$ cat src/rtl/level_meter_pkg.sv
// Shared register map for the level meter. The CPU header generator and the
// bench both import these addresses.
package level_meter_pkg;

  localparam logic [1:0] ADDR_CTRL = 2'd0;
  localparam logic [1:0] ADDR_PEAK = 2'd1;
  localparam logic [1:0] ADDR_MEAN = 2'd2;
  localparam logic [1:0] ADDR_CLIP = 2'd3;

endpackage

$ cat src/rtl/level_meter_abs_sat.sv
// Combinational saturating magnitude of a signed sample, plus a full-scale flag.
// The most negative code has no positive twin, so it maps to the largest magnitude.
module abs_sat #(
  parameter int A_WDT = 16
) (
  input  logic [A_WDT-1:0] a,
  output logic [A_WDT-2:0] mag,
  output logic             clip
);

  localparam logic signed [A_WDT-1:0] S_MAX   = {1'b0, {(A_WDT-1){1'b1}}};
  localparam logic signed [A_WDT-1:0] S_MIN   = {1'b1, {(A_WDT-1){1'b0}}};
  localparam logic [A_WDT-2:0]        MAG_MAX = {(A_WDT-1){1'b1}};

  function automatic logic [A_WDT-2:0] sat_abs(input logic signed [A_WDT-1:0] x);
    logic signed [A_WDT-1:0] n;
    n = -x;
    if (x == S_MIN)
      sat_abs = MAG_MAX;
    else if (x[A_WDT-1])
      sat_abs = n[A_WDT-2:0];
    else
      sat_abs = x[A_WDT-2:0];
  endfunction

  logic signed [A_WDT-1:0] a_s;

  assign a_s  = a;
  assign mag  = sat_abs(a_s);
  assign clip = (a_s == S_MAX) || (a_s == S_MIN);

endmodule

$ cat src/rtl/level_meter.sv
// Windowed peak / mean |a| meter with a saturating full-scale counter,
// exposed through a small Avalon-MM register window and a per-window strobe.
module level_meter
  import level_meter_pkg::*;
#(
  parameter int A_WDT    = 16,
  parameter int WIN_LOG2 = 10,
  parameter int CLIP_WDT = 16
) (
  input  logic               clk,
  input  logic               reset,
  input  logic [1:0]         avsAddr,
  input  logic               avsWr,
  input  logic [31:0]        avsWrData,
  output logic [31:0]        avsRdData,
  input  logic               st,
  input  logic [A_WDT-1:0]   a,
  output logic               rdy,
  output logic [A_WDT-2:0]   peak,
  output logic [A_WDT-2:0]   mean
);

  localparam int ACC_W = A_WDT - 1 + WIN_LOG2;

  function automatic logic [A_WDT-2:0] trunc_mean(input logic [ACC_W-1:0] sum);
    logic [ACC_W-1:0] q;
    q = sum >> WIN_LOG2;
    trunc_mean = q[A_WDT-2:0];
  endfunction

  function automatic logic [CLIP_WDT-1:0] sat_inc(input logic [CLIP_WDT-1:0] c);
    sat_inc = (c == {CLIP_WDT{1'b1}}) ? c : c + CLIP_WDT'(1);
  endfunction

  logic                enable;
  logic                ctrl_wr;
  logic                clr_clip;
  logic                dis;

  logic [A_WDT-2:0]    mag_p0;
  logic                clip_p0;

  logic                vld_p1;
  logic [A_WDT-2:0]    abs_p1;
  logic                clip_p1;

  logic [WIN_LOG2-1:0] cnt_p2;
  logic [ACC_W-1:0]    acc_p2;
  logic [A_WDT-2:0]    run_peak_p2;
  logic [CLIP_WDT-1:0] clip_cnt_p2;

  logic [ACC_W-1:0]    acc_sum;
  logic [A_WDT-2:0]    peak_new;
  logic                win_end;

  // Writing enable=0 flushes the partial window regardless of prior state.
  assign ctrl_wr  = avsWr && (avsAddr == ADDR_CTRL);
  assign clr_clip = ctrl_wr && avsWrData[1];
  assign dis      = ctrl_wr && !avsWrData[0];

  always_ff @(posedge clk or posedge reset) begin
    if (reset)
      enable <= 1'b0;
    else if (ctrl_wr)
      enable <= avsWrData[0];
  end

  abs_sat #(.A_WDT(A_WDT)) u_abs_sat (
    .a    (a),
    .mag  (mag_p0),
    .clip (clip_p0)
  );

  // Stage 1: register magnitude and clip flag of an accepted sample
  always_ff @(posedge clk or posedge reset) begin
    if (reset) begin
      vld_p1  <= 1'b0;
      abs_p1  <= '0;
      clip_p1 <= 1'b0;
    end else begin
      vld_p1 <= st && enable && !dis;
      if (st && enable) begin
        abs_p1  <= mag_p0;
        clip_p1 <= clip_p0;
      end
    end
  end

  assign acc_sum  = acc_p2 + ACC_W'(abs_p1);
  assign peak_new = (abs_p1 > run_peak_p2) ? abs_p1 : run_peak_p2;
  assign win_end  = vld_p1 && (cnt_p2 == {WIN_LOG2{1'b1}});

  // Stage 2: running window state, window results and clip counter
  always_ff @(posedge clk or posedge reset) begin
    if (reset) begin
      cnt_p2      <= '0;
      acc_p2      <= '0;
      run_peak_p2 <= '0;
      peak        <= '0;
      mean        <= '0;
      rdy         <= 1'b0;
    end else begin
      rdy <= 1'b0;
      if (dis) begin
        cnt_p2      <= '0;
        acc_p2      <= '0;
        run_peak_p2 <= '0;
      end else if (vld_p1) begin
        cnt_p2 <= cnt_p2 + WIN_LOG2'(1);
        if (win_end) begin
          acc_p2      <= '0;
          run_peak_p2 <= '0;
          peak        <= peak_new;
          mean        <= trunc_mean(acc_sum);
          rdy         <= 1'b1;
        end else begin
          acc_p2      <= acc_sum;
          run_peak_p2 <= peak_new;
        end
      end
    end
  end

  always_ff @(posedge clk or posedge reset) begin
    if (reset)
      clip_cnt_p2 <= '0;
    else if (clr_clip)
      clip_cnt_p2 <= '0;
    else if (vld_p1 && clip_p1)
      clip_cnt_p2 <= sat_inc(clip_cnt_p2);
  end

  always_comb begin
    avsRdData = '0;
    case (avsAddr)
      ADDR_CTRL: avsRdData = {31'd0, enable};
      ADDR_PEAK: avsRdData = 32'(peak);
      ADDR_MEAN: avsRdData = 32'(mean);
      ADDR_CLIP: avsRdData = 32'(clip_cnt_p2);
      default:   avsRdData = '0;
    endcase
  end

endmodule

$ cat config.mk
export PLATFORM = sky130hd
export DESIGN_NAME = level_meter
export DESIGN_NICKNAME = d
export VERILOG_FILES = /design/src/rtl/level_meter_pkg.sv /design/src/rtl/level_meter_abs_sat.sv /design/src/rtl/level_meter.sv
export SDC_FILE = /design/constraint.sdc
export NUM_CORES = 1
export LEC_CHECK = 0
export ABC_AREA = 1
export CORE_ASPECT_RATIO = 1.1
export CORE_MARGIN = 3
export CORE_UTILIZATION = 55
export CTS_BUF_LIST = sky130_fd_sc_hd__clkbuf_16
export CTS_CLUSTER_DIAMETER = 120
export DETAILED_ROUTE_END_ITERATION = 8
export PLACE_DENSITY = 0.81
export SLEW_MARGIN = 25
export SYNTH_ARGS = -nofsm -noshare
export SYNTH_HDL_FRONTEND = slang
export SYNTH_SLANG_ARGS = --single-unit
$ cat constraint.sdc
create_clock -name clk -period 4.42 [get_ports clk]
set_input_delay 0.884 -clock clk [delete_from_list [all_inputs] [get_ports clk]]
set_output_delay 0.884 -clock clk [all_outputs]
set_load 0.005 [all_outputs]
==> impl_results.html <==
<table>
<tr><th>Metric</th><th>Value</th></tr>
<tr><th colspan="2">Outcome</th></tr>
<tr><td>Run status</td><td>finished clean</td></tr>
<tr><th colspan="2">Route</th></tr>
<tr><td>Number of antenna-violating nets in the routed design</td><td>0</td></tr>
<tr><td>Routed length per placed instance</td><td>around 15 um</td></tr>
<tr><td>Drt pass-1 iters</td><td>7</td></tr>
<tr><td>Vias per inst</td><td>about 5.4</td></tr>
<tr><td>Initial DRC Count</td><td>between 800 and 900</td></tr>
<tr><td>Vias post-DR</td><td>7664</td></tr>
<tr><td>Post-Route WL</td><td>around 21000 um</td></tr>
<tr><td>Drt drc</td><td>0</td></tr>
<tr><th colspan="2">Final layout</th></tr>
<tr><td>Fraction of layout instances using a drive strength above 1</td><td>under 10%</td></tr>
<tr><td>Final core utilization</td><td>about 68%</td></tr>
<tr><td>Filler cell count</td><td>around 1200</td></tr>
<tr><td>FF/Latch Area</td><td>2878 sq um</td></tr>
<tr><td>Total number of nets in the final design</td><td>1308</td></tr>
<tr><td>Leading cell type in the layout, fill and taps excluded</td><td>nand2_1</td></tr>
<tr><td>Multi-input gate area</td><td>approximately 4100 sq um</td></tr>
<tr><td>Most frequent cells in the layout</td><td>427 x nand2_1, 164 x inv_1, 120 x nand3_1, 115 x dfrtp_1, 71 x nor2_1</td></tr>
<tr><td>Number of diodes</td><td>0</td></tr>
<tr><td>Area growth syn-to-layout</td><td>17.65%</td></tr>
<tr><th colspan="2">Yosys</th></tr>
<tr><td>Mean instance size in the synthesized netlist</td><td>~6.8 sq um</td></tr>
<tr><td>Post-synthesis cell count</td><td>approximately 1200</td></tr>
<tr><td>Post-synthesis sequential area ratio</td><td>a little under two fifths</td></tr>
<tr><td>Primary FF master, synth</td><td>dfrtp_1</td></tr>
<tr><td>Syn. warnings</td><td>0</td></tr>
<tr><td>Number of distinct library cells after synthesis</td><td>39</td></tr>
<tr><td>Post-Syn Area</td><td>approximately 7800 sq um</td></tr>
<tr><td>Post-synth EDFFs</td><td>0</td></tr>
<tr><td>Synthesized flop and latch total</td><td>~120</td></tr>
<tr><td>Async set or reset register ratio after synthesis</td><td>100.0%</td></tr>
<tr><th colspan="2">Die</th></tr>
<tr><td>Die Span Y</td><td>130.8 um</td></tr>
<tr><td>Core region area</td><td>13540 sq um</td></tr>
<tr><td>Die width</td><td>119.4 um</td></tr>
<tr><td>Boundary pin count</td><td>117</td></tr>
<tr><td>Die Area</td><td>~16000 sq um</td></tr>
<tr><td>Initial standard-cell utilization of the core</td><td>57.47%</td></tr>
<tr><td>Core Rows</td><td>44</td></tr>
<tr><th colspan="2">Critical path</th></tr>
<tr><td>Kind of critical path</td><td>in2out</td></tr>
<tr><td>Startpoint type of the worst setup path</td><td>input pin</td></tr>
<tr><td>Crit-path slowest cell</td><td>clkdlybuf4s50_1</td></tr>
<tr><td>Nature of the critical path endpoint</td><td>output pin</td></tr>
<tr><td>Critical Path Most Common Cell</td><td>clkdlybuf4s50_1</td></tr>
<tr><td>Chain of cells forming the critical path</td><td>clkdlybuf4s50_1 &gt; nand2_1 &gt; o211ai_1 &gt; clkdlybuf4s50_1</td></tr>
<tr><td>Critical-path maximum fanout</td><td>16</td></tr>
<tr><td>Worst path max stage delay</td><td>approximately 0.54 ns</td></tr>
<tr><td>Arrival time of data at the critical path endpoint</td><td>roughly 2.6 ns</td></tr>
<tr><td>Data required time of the critical path</td><td>about 3.5 ns</td></tr>
<tr><th colspan="2">Clocking</th></tr>
<tr><td>Post-cts hold buffer count</td><td>0</td></tr>
<tr><td>Worst-case clock buffer depth</td><td>2</td></tr>
<tr><td>CTS tree</td><td>built</td></tr>
<tr><td>Clock Pin Slew Worst Setup and Hold Paths</td><td>~0.050 ns</td></tr>
<tr><td>Count of cells resized by post-cts repair</td><td>0</td></tr>
<tr><td>Count of buffers added by post-CTS timing repair for setup</td><td>0</td></tr>
<tr><td>Num Clock Sinks</td><td>between 100 and 150</td></tr>
<tr><td>H-tree lvl count</td><td>4</td></tr>
<tr><td>CTS Root Cell</td><td>clkbuf_16</td></tr>
<tr><td>Insertion delay of the later-clocked pin in the worst-skew pair</td><td>~0.42 ns</td></tr>
<tr><td>Clock buffers created by TritonCTS</td><td>17</td></tr>
<tr><th colspan="2">Placement</th></tr>
<tr><td>Detailed-placement wirelength estimate</td><td>approximately 15000 um</td></tr>
<tr><td>Port-buffer cells</td><td>70</td></tr>
<tr><td>Weighted congestion at the end of routability-driven global placement</td><td>a little under 1</td></tr>
<tr><th colspan="2">Hold path</th></tr>
<tr><td>Worst hold-check path type</td><td>reg2reg</td></tr>
<tr><th colspan="2">Timing</th></tr>
<tr><td>Achievable Freq</td><td>290.4 MHz</td></tr>
<tr><td>Transition time at the pin with the least slew margin</td><td>between 0.9 and 1 ns</td></tr>
<tr><td>Total count of hold-check failures in the final report</td><td>0</td></tr>
<tr><td># setup viols final</td><td>0</td></tr>
<tr><td>Tightest slew margin relative to the limit</td><td>about a third</td></tr>
<tr><td>Max Slew Vio Count</td><td>0</td></tr>
<tr><td>Clock skew</td><td>between 0.009 and 0.01 ns</td></tr>
<tr><td>Period utilisation layout</td><td>between 70% and 80%</td></tr>
<tr><td>Total Negative Setup Slacks</td><td>0 ns</td></tr>
<tr><td>Setup repair after global routing missed its margin</td><td>false</td></tr>
<tr><td>Post-route minimum period</td><td>3.443 ns</td></tr>
<tr><th colspan="2">GRT</th></tr>
<tr><td>Wire length of the first global-routing pass</td><td>roughly 34000 um</td></tr>
<tr><td>Maximum number of pins on one net before global-route repair</td><td>60</td></tr>
<tr><td>Number of antenna violations at the first check in global routing</td><td>0</td></tr>
<tr><td>Total congestion overflow</td><td>0</td></tr>
<tr><td>Vias in the first global route</td><td>between 7000 and 8000</td></tr>
<tr><td>Total Routing Usage GR</td><td>between 20% and 30%</td></tr>
<tr><th colspan="2">Power</th></tr>
<tr><td>Worst ir drop on vdd</td><td>~0.34 mV</td></tr>
<tr><td>PD cells</td><td>around 530 nW/um^2</td></tr>
<tr><td>Static leakage power</td><td>approximately 4.8 nW</td></tr>
<tr><th colspan="2">Run</th></tr>
<tr><td>Max_cap viols</td><td>0</td></tr>
</table>
[cells in the mapped netlist, types with 2 or more instances]
cell type | number | area (sq um)
a31oi_1 | 2 | 12.51
a22oi_1 | 5 | 37.54
buf_6 | 3 | 33.78
o21ai_0 | 19 | 95.09
xor2_1 | 17 | 148.9
nand4_1 | 27 | 168.9
nor3_4 | 2 | 32.53
nor2_4 | 2 | 22.52
inv_2 | 7 | 26.28
ha_1 | 34 | 425.4
dfrtp_1 | 115 | 2878
o211ai_1 | 13 | 97.59
nor3_1 | 14 | 70.07
o21ai_1 | 12 | 60.06
buf_4 | 17 | 127.6
nand2_2 | 3 | 18.77
nand3_1 | 120 | 600.6
xnor2_1 | 4 | 35.03
buf_2 | 7 | 35.03
inv_1 | 165 | 619.3
a21oi_1 | 29 | 145.1
nor4_1 | 2 | 12.51
clkbuf_1 | 15 | 56.30
nand3b_1 | 4 | 30.03
o221ai_1 | 2 | 17.52
nor2_1 | 72 | 270.3
nand2_1 | 427 | 1603
[flip-flops by register name (all words and copies together), names as in the netlist, 10 cells and up]
signal	count
mean	15
clip_cnt_p2	16
acc_p2	25
abs_p1	15
run_peak_p2	15
peak	15
cnt_p2	10
[cells by family (layout without fill, tap and decap cells)]
kind of cell               count (synthesis)  count (layout)  share of synthesized area [%]
and+or+nand+nor                          679             679                          37.02
buffers and inverters                    215             280                          11.59
DFF                                      115             115                          36.97
AOI/OAI and AO/OA                         85              85                          6.285
adders and majority gates                 35              35                          5.723
xor gates and xnor gates                  21              21                          2.363
other                                      1              16                        0.04818
[cell type report]
cell class	instances	area share, %
Multi-Input combinational cell	836	44.43
Sequential cell	115	31.43
Timing Repair Buffer	76	8.280
Inverter	173	7.118
Clock buffer	17	4.645
Tap cell	184	2.514
Clock inverter	14	1.585
[final timing paths]
path | slack [ns] | start | depth (start not counted) | to
max reg2reg | 1.67 | abs_p1[13] | 10 | peak[8]
max | 0.98 | avsAddr[1] | 4 | avsRdData[8]
min reg2reg | 0.48 | run_peak_p2[9] | 2 | run_peak_p2[9]
min in group asynchronous | 0.94 | reset | 2 | clip_cnt_p2[1]
min | 0.48 | run_peak_p2[9] | 2 | run_peak_p2[9]
max in group asynchronous | 2.73 | reset | 3 | mean[2]
[report_power, final]
group	switching (mW)	internal, mW	leakage, nW	total (mW)
Combinational	1.34	0.682	3.05	2.03
Clock	0.478	0.865	0.271	1.34
Sequential	0.191	1.27	1.49	1.46
Total	2.01	2.81	4.81	4.83
[critical path: cells and delay by family]
family,cells,cell delay [ns]
compound gates,1,0.31
buf+inv,2,1.06
simple gates,1,0.31
[per-layer routing]
metal / share of wire, % / vias to the layer above / wire (um) / track usage (%)
li1: - / 3758 / - / -
met1: 43 / 3519 / 8835 / 36.39
met2: 47 / 341 / 9759 / 46.43
met3: 7.8 / 46 / 1613 / 4.133
met4: 2.7 / 0 / 561 / 10.85
met5: 0 / - / 0 / 0
[metrics by stage]
step                      power (mW)  hold WS (ns)  instance area [sq um]  cells  worst slack (ns)
after global routing           5.218        0.5048                   9158   1415            0.8521
final                          4.828        0.4838                   9158   1415            0.9770
after floorplan                2.968        0.4491                   7840   1166            0.4919
after detailed placement       3.439        0.4682                   8587   1384            0.9893
after CTS                      4.809        0.4834                   9158   1415            0.9848
after global placement         3.384        0.4614                   8581   1384            0.9737
Power figures use the tool's default switching activity.
